**src/rtl/datapath_exec_pkg.sv**
```systemverilog
// datapath_exec_pkg
// Shared definitions for the datapath and its control unit:
//   - register command codes (what X/Y/Z do on a RUN edge)
//   - ALU opcode codes
//   - sequencer FSM state encoding
//   - command/opcode field widths
package datapath_exec_pkg;

    localparam int CMD_W = 4;
    localparam int OP_W  = 4;

    // Register commands; any other code behaves as HOLD.
    localparam logic [CMD_W-1:0] CMD_HOLD   = 4'd0;
    localparam logic [CMD_W-1:0] CMD_LOAD   = 4'd1;
    localparam logic [CMD_W-1:0] CMD_SHIFTR = 4'd2;
    localparam logic [CMD_W-1:0] CMD_SHIFTL = 4'd3;
    localparam logic [CMD_W-1:0] CMD_RESET  = 4'd4;

    // ALU opcodes; any other code yields 0.
    localparam logic [OP_W-1:0] OP_ADD   = 4'd0;
    localparam logic [OP_W-1:0] OP_SUB   = 4'd1;
    localparam logic [OP_W-1:0] OP_MAIOR = 4'd2;
    localparam logic [OP_W-1:0] OP_MENOR = 4'd3;
    localparam logic [OP_W-1:0] OP_IGUAL = 4'd4;
    localparam logic [OP_W-1:0] OP_XOR   = 4'd5;
    localparam logic [OP_W-1:0] OP_AND   = 4'd6;

    typedef enum logic [1:0] {
        ST_IDLE = 2'd0,
        ST_RUN  = 2'd1,
        ST_DONE = 2'd2
    } state_e;

endpackage

```
**src/rtl/datapath_exec_alu.sv**
```systemverilog
// datapath_alu
// Combinational ALU of the executing datapath. a_i is register Y,
// b_i is register X. Comparisons are unsigned and zero-extended.
// Build option DATAPATH_FLAGS_EN adds carry_o (ADD carry-out / SUB borrow).
// Ports:
//   op_i    ALU opcode
//   a_i     operand a (Y)
//   b_i     operand b (X)
//   y_o     result
//   carry_o carry/borrow (only with DATAPATH_FLAGS_EN)
module datapath_alu
    import datapath_exec_pkg::*;
#(
    parameter int WIDTH = 4
) (
    input  logic [OP_W-1:0]  op_i,
    input  logic [WIDTH-1:0] a_i,
    input  logic [WIDTH-1:0] b_i,
    output logic [WIDTH-1:0] y_o
`ifdef DATAPATH_FLAGS_EN
    ,
    output logic             carry_o
`endif
);

`ifdef DATAPATH_FLAGS_EN
    logic [WIDTH:0] sum;
    assign sum = {1'b0, a_i} + {1'b0, b_i};
`endif

    always_comb begin
        y_o = '0;
`ifdef DATAPATH_FLAGS_EN
        carry_o = 1'b0;
`endif
        case (op_i)
            OP_ADD: begin
`ifdef DATAPATH_FLAGS_EN
                y_o     = sum[WIDTH-1:0];
                carry_o = sum[WIDTH];
`else
                y_o = a_i + b_i;
`endif
            end
            OP_SUB: begin
                y_o = a_i - b_i;
`ifdef DATAPATH_FLAGS_EN
                carry_o = (a_i < b_i);
`endif
            end
            OP_MAIOR: y_o = WIDTH'(a_i > b_i);
            OP_MENOR: y_o = WIDTH'(a_i < b_i);
            OP_IGUAL: y_o = WIDTH'(a_i == b_i);
            OP_XOR:   y_o = a_i ^ b_i;
            OP_AND:   y_o = a_i & b_i;
            default:  y_o = '0;
        endcase
    end

endmodule

```
**src/rtl/datapath_exec.sv**
```systemverilog
// datapath_exec
// Executing end of the control-word interface. Owns the step counter that
// the combinational control unit decodes; one program pass runs per start
// pulse (sampled in IDLE) and ends with a one-cycle done pulse.
// Build option DATAPATH_FLAGS_EN adds zero_flag/carry_flag, captured on
// edges where Z loads from the ALU.
// Ports:
//   clk, rst_n         clock, async active-low reset
//   start              begin a pass (IDLE only)
//   din                operand loaded into X
//   Tx, Ty, Tz         register commands for X, Y, Z
//   Tula               ALU opcode
//   count              current step, to the control unit
//   busy, done         RUN indicator, end-of-pass pulse
//   X, Y, Z            registers
//   zero_flag, carry_flag  (DATAPATH_FLAGS_EN only)
//
// state | meaning
// IDLE  | count=0, commands ignored, waits for start
// RUN   | apply commands every edge, count 0..LAST_STEP
// DONE  | done pulse for one cycle, registers hold
module datapath_exec
    import datapath_exec_pkg::*;
#(
    parameter int WIDTH     = 4,
    parameter int LAST_STEP = 4
) (
    input  logic             clk,
    input  logic             rst_n,
    input  logic             start,
    input  logic [WIDTH-1:0] din,
    input  logic [CMD_W-1:0] Tx,
    input  logic [CMD_W-1:0] Ty,
    input  logic [CMD_W-1:0] Tz,
    input  logic [OP_W-1:0]  Tula,
    output logic [3:0]       count,
    output logic             busy,
    output logic             done,
    output logic [WIDTH-1:0] X,
    output logic [WIDTH-1:0] Y,
    output logic [WIDTH-1:0] Z
`ifdef DATAPATH_FLAGS_EN
    ,
    output logic             zero_flag,
    output logic             carry_flag
`endif
);

    localparam logic [3:0] LAST_CNT = 4'(LAST_STEP);

    state_e           state_q, state_d;
    logic [3:0]       count_q, count_d;
    logic [WIDTH-1:0] x_q, x_d, y_q, y_d, z_q, z_d;
    logic             busy_q, done_q;
    logic [WIDTH-1:0] alu_y;

    function automatic logic [WIDTH-1:0] apply_cmd(input logic [CMD_W-1:0] cmd,
                                                   input logic [WIDTH-1:0] cur,
                                                   input logic [WIDTH-1:0] src);
        case (cmd)
            CMD_LOAD:   return src;
            CMD_SHIFTR: return cur >> 1;
            CMD_SHIFTL: return cur << 1;
            CMD_RESET:  return '0;
            default:    return cur;
        endcase
    endfunction

`ifdef DATAPATH_FLAGS_EN
    logic alu_carry;
    logic zero_q, carry_q;
    logic flag_ld;

    datapath_alu #(.WIDTH(WIDTH)) u_alu (
        .op_i    (Tula),
        .a_i     (y_q),
        .b_i     (x_q),
        .y_o     (alu_y),
        .carry_o (alu_carry)
    );

    assign flag_ld = (state_q == ST_RUN) && (Tz == CMD_LOAD);

    always_ff @(posedge clk or negedge rst_n) begin
        if (!rst_n) begin
            zero_q  <= 1'b0;
            carry_q <= 1'b0;
        end else if (flag_ld) begin
            zero_q  <= (alu_y == '0);
            carry_q <= alu_carry;
        end
    end

    assign zero_flag  = zero_q;
    assign carry_flag = carry_q;
`else
    datapath_alu #(.WIDTH(WIDTH)) u_alu (
        .op_i (Tula),
        .a_i  (y_q),
        .b_i  (x_q),
        .y_o  (alu_y)
    );
`endif

    always_comb begin
        state_d = state_q;
        count_d = count_q;
        x_d     = x_q;
        y_d     = y_q;
        z_d     = z_q;
        case (state_q)
            ST_IDLE: begin
                count_d = '0;
                if (start) state_d = ST_RUN;
            end
            ST_RUN: begin
                // All three update from pre-edge values through the ALU.
                x_d = apply_cmd(Tx, x_q, din);
                y_d = apply_cmd(Ty, y_q, alu_y);
                z_d = apply_cmd(Tz, z_q, alu_y);
                if (count_q == LAST_CNT) begin
                    state_d = ST_DONE;
                    count_d = '0;
                end else begin
                    count_d = count_q + 4'd1;
                end
            end
            ST_DONE: state_d = ST_IDLE;
            default: state_d = ST_IDLE;
        endcase
    end

    always_ff @(posedge clk or negedge rst_n) begin
        if (!rst_n) begin
            state_q <= ST_IDLE;
            count_q <= '0;
            busy_q  <= 1'b0;
            done_q  <= 1'b0;
            x_q     <= '0;
            y_q     <= '0;
            z_q     <= '0;
        end else begin
            state_q <= state_d;
            count_q <= count_d;
            // busy/done are registered copies of the next state.
            busy_q  <= (state_d == ST_RUN);
            done_q  <= (state_d == ST_DONE);
            x_q     <= x_d;
            y_q     <= y_d;
            z_q     <= z_d;
        end
    end

    assign count = count_q;
    assign busy  = busy_q;
    assign done  = done_q;
    assign X     = x_q;
    assign Y     = y_q;
    assign Z     = z_q;

endmodule

```
**config.mk**
```make
export PLATFORM = sky130hd
export DESIGN_NAME = datapath_exec
export DESIGN_NICKNAME = d
export VERILOG_FILES = /design/src/rtl/datapath_exec_pkg.sv /design/src/rtl/datapath_exec_alu.sv /design/src/rtl/datapath_exec.sv
export SDC_FILE = /design/constraint.sdc
export NUM_CORES = 1
export LEC_CHECK = 0
export BUFFER_PORTS_ARGS = -buffer_cell sky130_fd_sc_hd__buf_4
export CAP_MARGIN = 15
export CORE_MARGIN = 5
export CORE_UTILIZATION = 53
export CTS_CLUSTER_DIAMETER = 150
export CTS_CLUSTER_SIZE = 14
export DETAILED_ROUTE_END_ITERATION = 8
export GPL_ROUTABILITY_DRIVEN = 0
export PLACE_DENSITY_LB_ADDON = 0.25
export RECOVER_POWER = 50
export SLEW_MARGIN = 20
export SYNTH_ARGS = -nofsm -noshare
export SYNTH_HDL_FRONTEND = slang
export SYNTH_SLANG_ARGS = --single-unit
```
**constraint.sdc**
```tcl
create_clock -name clk -period 2.35 [get_ports clk]
set_input_delay 0.3525 -clock clk [delete_from_list [all_inputs] [get_ports clk]]
set_output_delay 0.3525 -clock clk [all_outputs]
set_load 0.01 [all_outputs]
```
==> results.tsv <==
metric	value	unit
outcome	finished, final reports clean	
most common library cell in the layout ignoring fill and taps	buf_4	
cell types occupying the most area after synthesis	dfrtp_1 30%, ha_1 7.5%, inv_1 4.1%, o21ai_0 3.3%, nand2_1 2.9%	
Syn Inst Count	189	
CTS HTree Levels	1	
Max Buffers Root-to-Sink	2	
initial DRC count	166	
diode insertion count for antenna repair	0	
final-report max-slew violation count	0	
Slew @ Worst Pin	1.065	ns
total of max-cap violations	0	
setup repair after global routing missed its margin	no	
CTS sink count	20	
kind of end point of the critical path	flop	
via density per instance	5.832	
Synth Warn #	0	
number of buffers added on ports	40	
final sum of negative setup slack	0	ns
buffers inserted during post-CTS setup optimization	0	
power per cell area	1087	mW/mm2
Final period util	0.9332	
Post-synth EDFFs	0	
Tmin final	2.193	ns
first-pass GRT wire length	6.906	mm
reported leakage power	0.9169	nW
Cell Count Post-Placement	268	
core outline area	0.003028	mm2
upper clock frequency limit	0.4560	GHz
count of nets left with antenna violations after detail routing	0	
Final Util	0.6690	
Worst EP required	2.53	ns
worst-path fanout max	5	
worst-case vdd ir drop	0.0007416	V
leading register cell type out of synthesis	dfrtp_1	
Initial Utilization	0.5488	
full die area	0.004355	mm2
area fraction of the dominant cell type after synthesis	0.3012	
classification of the worst setup path	flop to flop	
number of failing hold endpoints at the final stage	0	
net total in the final layout	265	
register clock-pin slew on the reported worst setup and hold paths	0.12	ns
clock root buffer master	clkbuf_4	
pin count of the biggest net entering global routing	21	
post-placement setup slack	0.1647	ns
half-perimeter wire length after detailed placement	3.137	mm
drc violations	0	
post-synthesis sequential element count	20	
average footprint of a synthesized cell	8.792	um2
startpoint type of the worst setup path	flop	
Worst Slack Setup Final	0.1569	ns
synthesized area	0.001662	mm2
leftover overflow at the end of global routing	0	
initial antenna violation count	0	
FP Rows	20	
number of buffers created by CTS	3	
global-route usage over all layers	0.1991	
sequential element share of the synthesized area	0.3012	
total via count after detailed routing	1592	
width of the die	65.99	um
cell type with the largest total area after synthesis	dfrtp_1	
proportion of synthesized flip-flops having asynchronous set or reset	1.000	
vertical die dimension	65.99	um
number of distinct standard cells referenced by the synthesized netlist	51	
first-pass iteration count of the detailed router	4	
synthesis-to-layout area growth	21.91	%
setup violators final	0	
Layout Skew	0.005939	ns
final wirelength	4.050	mm
clock latency of the later-clocked register in the worst-skew pair	0.31	ns
commonest cells after routing, fill and taps aside	33 x buf_4, 20 x dfrtp_1, 18 x inv_1	
fill cell total of the finished layout	269	
total power draw	0.002201	W
Top-Level Pins	41	
non-filler cells, final	273	
clock tree from TritonCTS	built	
Mapped Nets	224	
share of cells above drive strength 1	0.2052	
classification of the worst-slack hold path	input pin to flop	
Routed WL per cell	14.84	um
Arr. time, crit path	2.38	ns
headroom to the max-slew limit	0.2899	
number of global-route vias before repair	1573	
==> state kept, by name, indices dropped and copies added (netlist names) <==
signal and cells:
Y 4, count 4, busy 1, Z 4
X 4, done 1, state_q 2
==> metal layers <==
metal	track usage	wire length [um]	up-vias	share of wire
met5	0	0	-	0
met4	0.04569	35	0	0.0086
met3	0.04932	270	7	0.067
met2	0.3617	2080	50	0.51
met1	0.2343	1664	758	0.41
li1	-	-	777	-
==> layout make-up <==
type | instances | area, um2 | area share
multi-input cells | 144 | 1059 | 0.5225
clock inverters | 1 | 30.03 | 0.01482
flip-flops and latches | 20 | 500.5 | 0.2471
well taps | 44 | 55.05 | 0.02718
clock buffers | 3 | 22.52 | 0.01112
repair buffers | 43 | 291.5 | 0.1439
inverters | 18 | 67.56 | 0.03335
==> stage by stage <==
| stage | cell area [um2] | hold WS [ns] |
|---|---|---|
| global route | 2026 | 0.3388 |
| finish | 2026 | 0.3358 |
| detailed placement | 1989 | 0.2461 |
| floorplan | 1662 | 0.05691 |
| global placement | 1989 | 0.2400 |
| CTS | 2052 | 0.3252 |
==> report_power, final <==
group / internal, W / leakage, nW / total [W] / switching (W)
sequential: 0.000491 / 0.247 / 0.000673 / 0.000182
combinational: 0.000583 / 0.642 / 0.00125 / 0.000663
clock: 0.000172 / 0.0279 / 0.000282 / 0.000110
==> kinds of logic (layout without fill, tap and decap cells) <==
logic type | Yosys count | in the layout | synth area share
fa+ha+maj | 12 | 12 | 0.09940
xor+xnor | 4 | 4 | 0.02109
mux | 4 | 4 | 0.02560
flops | 20 | 20 | 0.3012
simple gates | 67 | 67 | 0.2357
buf+inv | 25 | 65 | 0.06626
compound gates | 57 | 57 | 0.2508
==> critical path: stages (launching register included) <==
cell	delay, ns
dfrtp_1	0.45
ha_1	0.22
inv_1	0.08
fa_1	0.38
xnor2_1	0.16
nor3_1	0.06
o311ai_1	0.41
a2bb2oi_1	0.23
a21oi_1	0.08
==> cells in the mapped netlist, types with 2 or more instances <==
cell type,number
xor2_1,3
mux2i_1,2
nand2b_1,2
o21ai_0,11
o221ai_1,4
inv_1,18
nand4_1,3
mux2_2,2
or3_1,2
fa_1,2
nor2b_1,5
o21ai_1,3
a22o_1,5
dfrtp_1,20
nor3_4,2
nand2_1,13
nand3_1,7
o311ai_1,3
nor3_1,6
nand4b_1,3
a21oi_1,8
a21o_1,3
nor2_1,13
ha_1,10
a2bb2oi_1,2
a222oi_1,2
a211oi_1,3
o21a_1,4
buf_2,4
nor3b_1,3
==> worst paths after layout <==
| check | startpoint | end | slack, ns | cells after the start |
|---|---|---|---|---|
| min in group asynchronous | rst_n | X[0]$_DFFE_PN0P_ | 0.75 | 2 |
| min | din[3] | X[3]$_DFFE_PN0P_ | 0.34 | 3 |
| min reg2reg | Z[1]$_DFFE_PN0P_ | Z[1]$_DFFE_PN0P_ | 0.57 | 1 |
| max in group asynchronous | rst_n | count[0]$_DFFE_PN0P_ | 0.97 | 2 |
| max | X[0]$_DFFE_PN0P_ | Y[2]$_DFFE_PN0P_ | 0.16 | 8 |
| max reg2reg | X[0]$_DFFE_PN0P_ | Y[2]$_DFFE_PN0P_ | 0.16 | 8 |
==> timing repair <==
item                                    in CTS  in global routing
endpoints found under the setup margin       0                  1
resized for setup                            0                  1
hold buffers                                 1                  0
endpoints found under the hold margin       20                  0
(Power assumes the default switching activity.)
